--- config.mk ---
export PLATFORM = sky130hd
export DESIGN_NAME = instr_mem_loader
export DESIGN_NICKNAME = d
export VERILOG_FILES = /design/src/rtl/instr_mem_loader_pkg.sv /design/src/rtl/instr_mem_loader_byte_packer.sv /design/src/rtl/instr_mem_loader.sv
export SDC_FILE = /design/constraint.sdc
export NUM_CORES = 1
export LEC_CHECK = 0
export BUFFER_PORTS_ARGS = -buffer_cell sky130_fd_sc_hd__clkbuf_2
export CAP_MARGIN = 20
export CORE_MARGIN = 3
export CORE_UTILIZATION = 52
export CTS_CLUSTER_DIAMETER = 50
export DETAILED_ROUTE_END_ITERATION = 8
export HOLD_SLACK_MARGIN = 0.1
export PLACE_DENSITY = 0.86
export SYNTH_ARGS = -nofsm -noshare
export SYNTH_HDL_FRONTEND = slang
export SYNTH_SLANG_ARGS = --single-unit
--- constraint.sdc ---
create_clock -name clk -period 3.2 [get_ports clk]
set_clock_uncertainty 0.2 [all_clocks]
set_input_delay 0.64 -clock clk [delete_from_list [all_inputs] [get_ports clk]]
set_output_delay 0.64 -clock clk [all_outputs]
set_load 0.02 [all_outputs]
--- src/rtl/instr_mem_loader_pkg.sv ---
// instr_mem_loader_pkg
//   Types and constants shared by the instruction-memory loader.
//   The CHECK state exists only when LOADER_CHECKSUM_EN is defined.
package instr_mem_loader_pkg;

  localparam logic [63:0] DEFAULT_BASE_ADDR = 64'h0000_0000_0004_0000;
  localparam int unsigned DEFAULT_MEM_DEPTH = 101;
  localparam int unsigned BYTES_PER_WORD    = 4;

  typedef enum logic [1:0] {
    IDLE,
    LOAD,
    WRITE
`ifdef LOADER_CHECKSUM_EN
    , CHECK
`endif
  } state_t;

endpackage

--- src/rtl/instr_mem_loader_byte_packer.sv ---
// byte_packer
//   Assembles big-endian bytes into 32-bit words.
//   clk, rst     : clock, synchronous active-high reset
//   clr          : clears the shift register and byte counter
//   shift_en     : accept byte_in this cycle
//   byte_in      : incoming byte
//   word_next    : word including the byte being accepted now
//   word_done    : the byte accepted now completes a word
module byte_packer
  import instr_mem_loader_pkg::*;
(
  input  logic        clk,
  input  logic        rst,
  input  logic        clr,
  input  logic        shift_en,
  input  logic [7:0]  byte_in,
  output logic [31:0] word_next,
  output logic        word_done
);

  logic [31:0] shreg;
  logic [1:0]  cnt;

  always_ff @(posedge clk) begin
    if (rst || clr) begin
      shreg <= '0;
      cnt   <= '0;
    end else if (shift_en) begin
      shreg <= {shreg[23:0], byte_in};
      cnt   <= cnt + 2'd1;  // wraps to 0 after the last byte of a word
    end
  end

  // Exposing the word as it will look after this byte lets the top capture
  // it on the handshake edge, giving a one-cycle write latency.
  assign word_next = {shreg[23:0], byte_in};
  assign word_done = shift_en && (cnt == 2'(BYTES_PER_WORD - 1));

endmodule

--- src/rtl/instr_mem_loader.sv ---
// instr_mem_loader
//   Loads a big-endian byte stream into instruction memory, one 32-bit word
//   per line starting at BASE_ADDR.
//   Optional macro LOADER_CHECKSUM_EN: a 4-byte trailer word follows the
//   data and is compared with the XOR of all loaded words.
// Ports:
//   clk, rst              : clock, synchronous active-high reset
//   start, word_count     : begin a session of word_count words
//   in_valid, in_byte     : byte stream input
//   in_ready              : byte accepted when in_valid && in_ready
//   mem_we                : write strobe
//   mem_line, mem_pc      : word index and byte address being written
//   mem_data              : word being written
//   busy, done, err       : session status, done / error pulses
module instr_mem_loader
  import instr_mem_loader_pkg::*;
#(
  parameter logic [63:0] BASE_ADDR = DEFAULT_BASE_ADDR,
  parameter int unsigned MEM_DEPTH = DEFAULT_MEM_DEPTH
) (
  input  logic        clk,
  input  logic        rst,
  input  logic        start,
  input  logic [7:0]  word_count,
  input  logic        in_valid,
  input  logic [7:0]  in_byte,
  output logic        in_ready,
  output logic        mem_we,
  output logic [63:0] mem_line,
  output logic [63:0] mem_pc,
  output logic [31:0] mem_data,
  output logic        busy,
  output logic        done,
  output logic        err
);

  state_t      state, state_nxt;
  logic [7:0]  wc_q;
  logic [7:0]  line_q;
  logic        start_ok;
  logic        last_line;
  logic        shift_en;
  logic        pack_clr;
  logic        session_end;
  logic        err_nxt;
  logic [31:0] word_next;
  logic        word_done;
`ifdef LOADER_CHECKSUM_EN
  logic [31:0] xor_acc;
`endif

  byte_packer u_packer (
    .clk      (clk),
    .rst      (rst),
    .clr      (pack_clr),
    .shift_en (shift_en),
    .byte_in  (in_byte),
    .word_next(word_next),
    .word_done(word_done)
  );

  assign start_ok  = (word_count != 8'd0) && ({24'b0, word_count} <= MEM_DEPTH);
  assign last_line = (line_q + 8'd1) == wc_q;

  always_ff @(posedge clk) begin
    if (rst) state <= IDLE;
    else     state <= state_nxt;
  end

  always_comb begin
    state_nxt   = state;
    in_ready    = 1'b0;
    busy        = 1'b1;
    mem_we      = 1'b0;
    shift_en    = 1'b0;
    pack_clr    = 1'b0;
    session_end = 1'b0;
    err_nxt     = 1'b0;
    case (state)
      IDLE: begin
        busy = 1'b0;
        if (start) begin
          if (start_ok) begin
            state_nxt = LOAD;
            pack_clr  = 1'b1;
          end else begin
            err_nxt = 1'b1;
          end
        end
      end
      LOAD: begin
        in_ready = 1'b1;
        shift_en = in_valid;
        if (word_done) state_nxt = WRITE;
      end
      WRITE: begin
        mem_we = 1'b1;
        if (last_line) begin
`ifdef LOADER_CHECKSUM_EN
          state_nxt = CHECK;
`else
          state_nxt   = IDLE;
          session_end = 1'b1;
`endif
        end else begin
          state_nxt = LOAD;
        end
      end
`ifdef LOADER_CHECKSUM_EN
      CHECK: begin
        in_ready = 1'b1;
        shift_en = in_valid;
        if (word_done) begin
          state_nxt   = IDLE;
          session_end = 1'b1;
          err_nxt     = (word_next != xor_acc);
        end
      end
`endif
      default: state_nxt = IDLE;
    endcase
  end

  always_ff @(posedge clk) begin
    if (rst) begin
      wc_q     <= '0;
      line_q   <= '0;
      mem_line <= '0;
      mem_pc   <= BASE_ADDR;
      mem_data <= '0;
      done     <= 1'b0;
      err      <= 1'b0;
`ifdef LOADER_CHECKSUM_EN
      xor_acc  <= '0;
`endif
    end else begin
      done <= session_end;
      err  <= err_nxt;
      if (state == IDLE && start && start_ok) begin
        wc_q    <= word_count;
        line_q  <= '0;
`ifdef LOADER_CHECKSUM_EN
        xor_acc <= '0;
`endif
      end
      // Output registers are loaded on the last-byte edge so they are valid
      // throughout the single WRITE cycle and hold afterwards.
      if (state == LOAD && word_done) begin
        mem_data <= word_next;
        mem_line <= {56'b0, line_q};
        mem_pc   <= BASE_ADDR + {54'b0, line_q, 2'b00};
      end
      if (state == WRITE) begin
        line_q  <= line_q + 8'd1;
`ifdef LOADER_CHECKSUM_EN
        xor_acc <= xor_acc ^ mem_data;
`endif
      end
    end
  end

endmodule

==> results.yml <==
clocking:
  clock_sinks: 86
  cts_resized: 0
  tritoncts: "built"
  ctsHoldBuffers: 0
  postCtsSetupBuffers: 0
  clockBufferDepth: 2
  numCtsBuffers: 9
  cts.clk_slew.worst_paths_ns: 0.09
  h-tree-depth: 3
  clk-insertion-delay-late_ns: 0.36
  cts_root_buf: "clkbuf_8"
worst_setup_path:
  crit_chain: "nand2b_1 -> inv_1 -> clkbuf_2"
  endpoint: "mem_we"
  worst-path-buf-inv: 2
  cp-startpoint: "state[0]"
  critPathMaxFanout: 12
  crit_path_end_kind: "primary output"
  critPathLaunchType: "flip-flop"
  crit_arrival_ns: 1.67
  slowest_delay_ns: 0.41
  cp_data_required_time_ns: 2.36
  slowest_stage: "inv_1"
  r2r-start: "state[0]"
  regToRegEndpoint: "line_q[7]"
  r2r_cells: 4
  crit_type: "flip-flop to primary output"
  path_delay_family: "buffers and inverters"
  critical_path_depth: 3
  r2r_slack_ns: 1.14
timing:
  fin_hold_ws_ns: 0.2433
  hold_viol: 0
  fin_crit_sh: 0.7832
  drv_slew: 0
  rsz0062_at_grt: "no"
  tns_ns: 0
  max_slew.worst_pin.slew_ns: 0.8091
  fin_crit_ns: 2.506
  fmax_mhz: 399.0
  setup_viol: 0
  max-slew-margin-rel: 0.4606
floorplan:
  fp.dieW_um: 96.70
  rows: 32
  die_h_um: 96.70
  io-pin-count: 185
  die_area_sq_mm: 0.009351
  design.core.area_sq_mm: 0.007848
  initial_core_util: 0.5451
power_and_ir_drop:
  ir_drop_mv: 0.2436
  design_power_total_uw: 2071
  powerDensity_mw_per_mm2: 470.7
  p_leak_uw: 0.001939
routing:
  vias_per_cell: 4.688
  post_drt_wl_per_cell_um: 11.98
  drc: 0
  vias: 3263
  ant_nets: 0
  dr.pass1.iters: 4
  wl_um: 8337
  initialDrtViolationCount: 172
yosys:
  synth_cells: 540
  synth_warnings: 0
  async_flop_share: 0
  synth_enable_flop_cells: 0
  synth_flop_cell: "dfxtp_1"
  avgSynthCellArea_sq_um: 7.922
  netlist_area_sq_mm: 0.004278
  yosys_register_bits: 86
  ys_types: 41
  seq_area_frac_synth: 0.4025
final_layout:
  design_area_sq_mm: 0.004400
  layout.cells.non_filler: 696
  diodes: 0
  multi_input_area_sq_mm: 0.001912
  nets: 611
  fillerInstances: 711
  seqCellArea_sq_mm: 0.001722
  final_cell_mix: "138 x nand2_1, 112 x conb_1, 86 x dfxtp_1, 75 x a21oi_1, 72 x clkbuf_2"
  layout_commonest_cell: "nand2_1"
  drive_above_1_share: 0.1650
  area_delta_synth_final_pct: 2.866
global_route:
  grt_max_degree: 43
  grt_pass1_wl_um: 13500
  grt_overflow: 0
  grt_antenna_before_repair: 0
  grt_pass1_vias: 2870
  grt_usage: 0.1743
hold_path:
  hold_path.class: "flip-flop to flip-flop"
place:
  port_buffers: 72
  hpwl_um: 6195
  dpl_cell_area_sq_mm: 0.004194
  dp_cells: 680
  place_congestion: 0.8401
job:
  max_cap_viol_count: 0
status:
  status: "finished clean"
==> where the power goes <==
| part | switching (uW) | internal [uW] |
|---|---|---|
| Combinational | 178 | 32.3 |
| Clock | 390 | 386 |
| Sequential | 7.23 | 1080 |
==> synth_stat cells, drive strengths merged (3+ instances only) <==
cell	number	area share
a21oi	76	0.090
a311oi	3	0.0061
and3	4	0.0058
buf	138	0.23
clkbuf	12	0.011
dfxtp	86	0.40
inv	4	0.0035
mux2i	7	0.016
nand2	138	0.12
nand2b	5	0.0073
nand3	4	0.0047
nor2	17	0.015
nor3	5	0.0070
o21ai	5	0.0058
xnor2	5	0.010
xor2	5	0.010
==> worst register-to-register path: stages (launching register included) <==
cell and delay, ns:
dfxtp_1 0.34, nand2b_1 0.37, inv_1 0.32, a41o_1 0.38
a311oi_1 0.34
==> cell type report <==
cell class / instances / share of cell area
Multi-Input combinational cell: 410 / 0.4345
Clock buffer: 10 / 0.03128
Clock inverter: 6 / 0.01564
Inverter: 4 / 0.003412
Sequential cell: 86 / 0.3912
Timing Repair Buffer: 78 / 0.09497
Tap cell: 102 / 0.02900
==> metal layers <==
layer,routed length (um),track usage,vias to the layer above
met5,0,0,-
met4,149,0.06156,0
met3,707,0.05335,12
met2,3956,0.2856,153
met1,3523,0.2169,1472
li1,-,-,1626
==> cell families after synthesis <==
family                     share of synthesized area
adders and majority gates                   0.005849
buffers and inverters                         0.2471
AOI/OAI and AO/OA                             0.1281
DFF                                           0.4025
xor gates and xnor gates                     0.02047
muxes                                        0.01901
and+or+nand+nor                               0.1752
other                                       0.001756
==> flip-flops by register name, summed over array words and instances (netlist names) <==
name and count:
wc_q 8, mem_data 32, line_q 8, mem_pc 8
err 1, u_packer.shreg 24, u_packer.cnt 2, done 1
state 2
==> how the worst min path moves through the flow <==
| stage | start | cells after the start | to | slack [ns] |
|---|---|---|---|---|
| floorplan | wc_q[7] | 2 | wc_q[7] | 0.22 |
| global placement | wc_q[7] | 2 | wc_q[7] | 0.23 |
| detailed placement | wc_q[7] | 2 | wc_q[7] | 0.23 |
| CTS | wc_q[7] | 2 | wc_q[7] | 0.24 |
| global route | wc_q[7] | 2 | wc_q[7] | 0.27 |
| finish | wc_q[7] | 2 | wc_q[7] | 0.24 |
==> through the flow <==
stage | setup slack, ns | utilization
2_1_floorplan | 1.252 | -
4_1_cts | 0.7067 | 0.5607
3_3_place_gp | 1.012 | 0.5344
3_5_place_dp | 0.9739 | 0.5344
5_1_grt | 0.5563 | 0.5607
6_report | 0.6937 | 0.5607
Power figures use the tool's default switching activity.
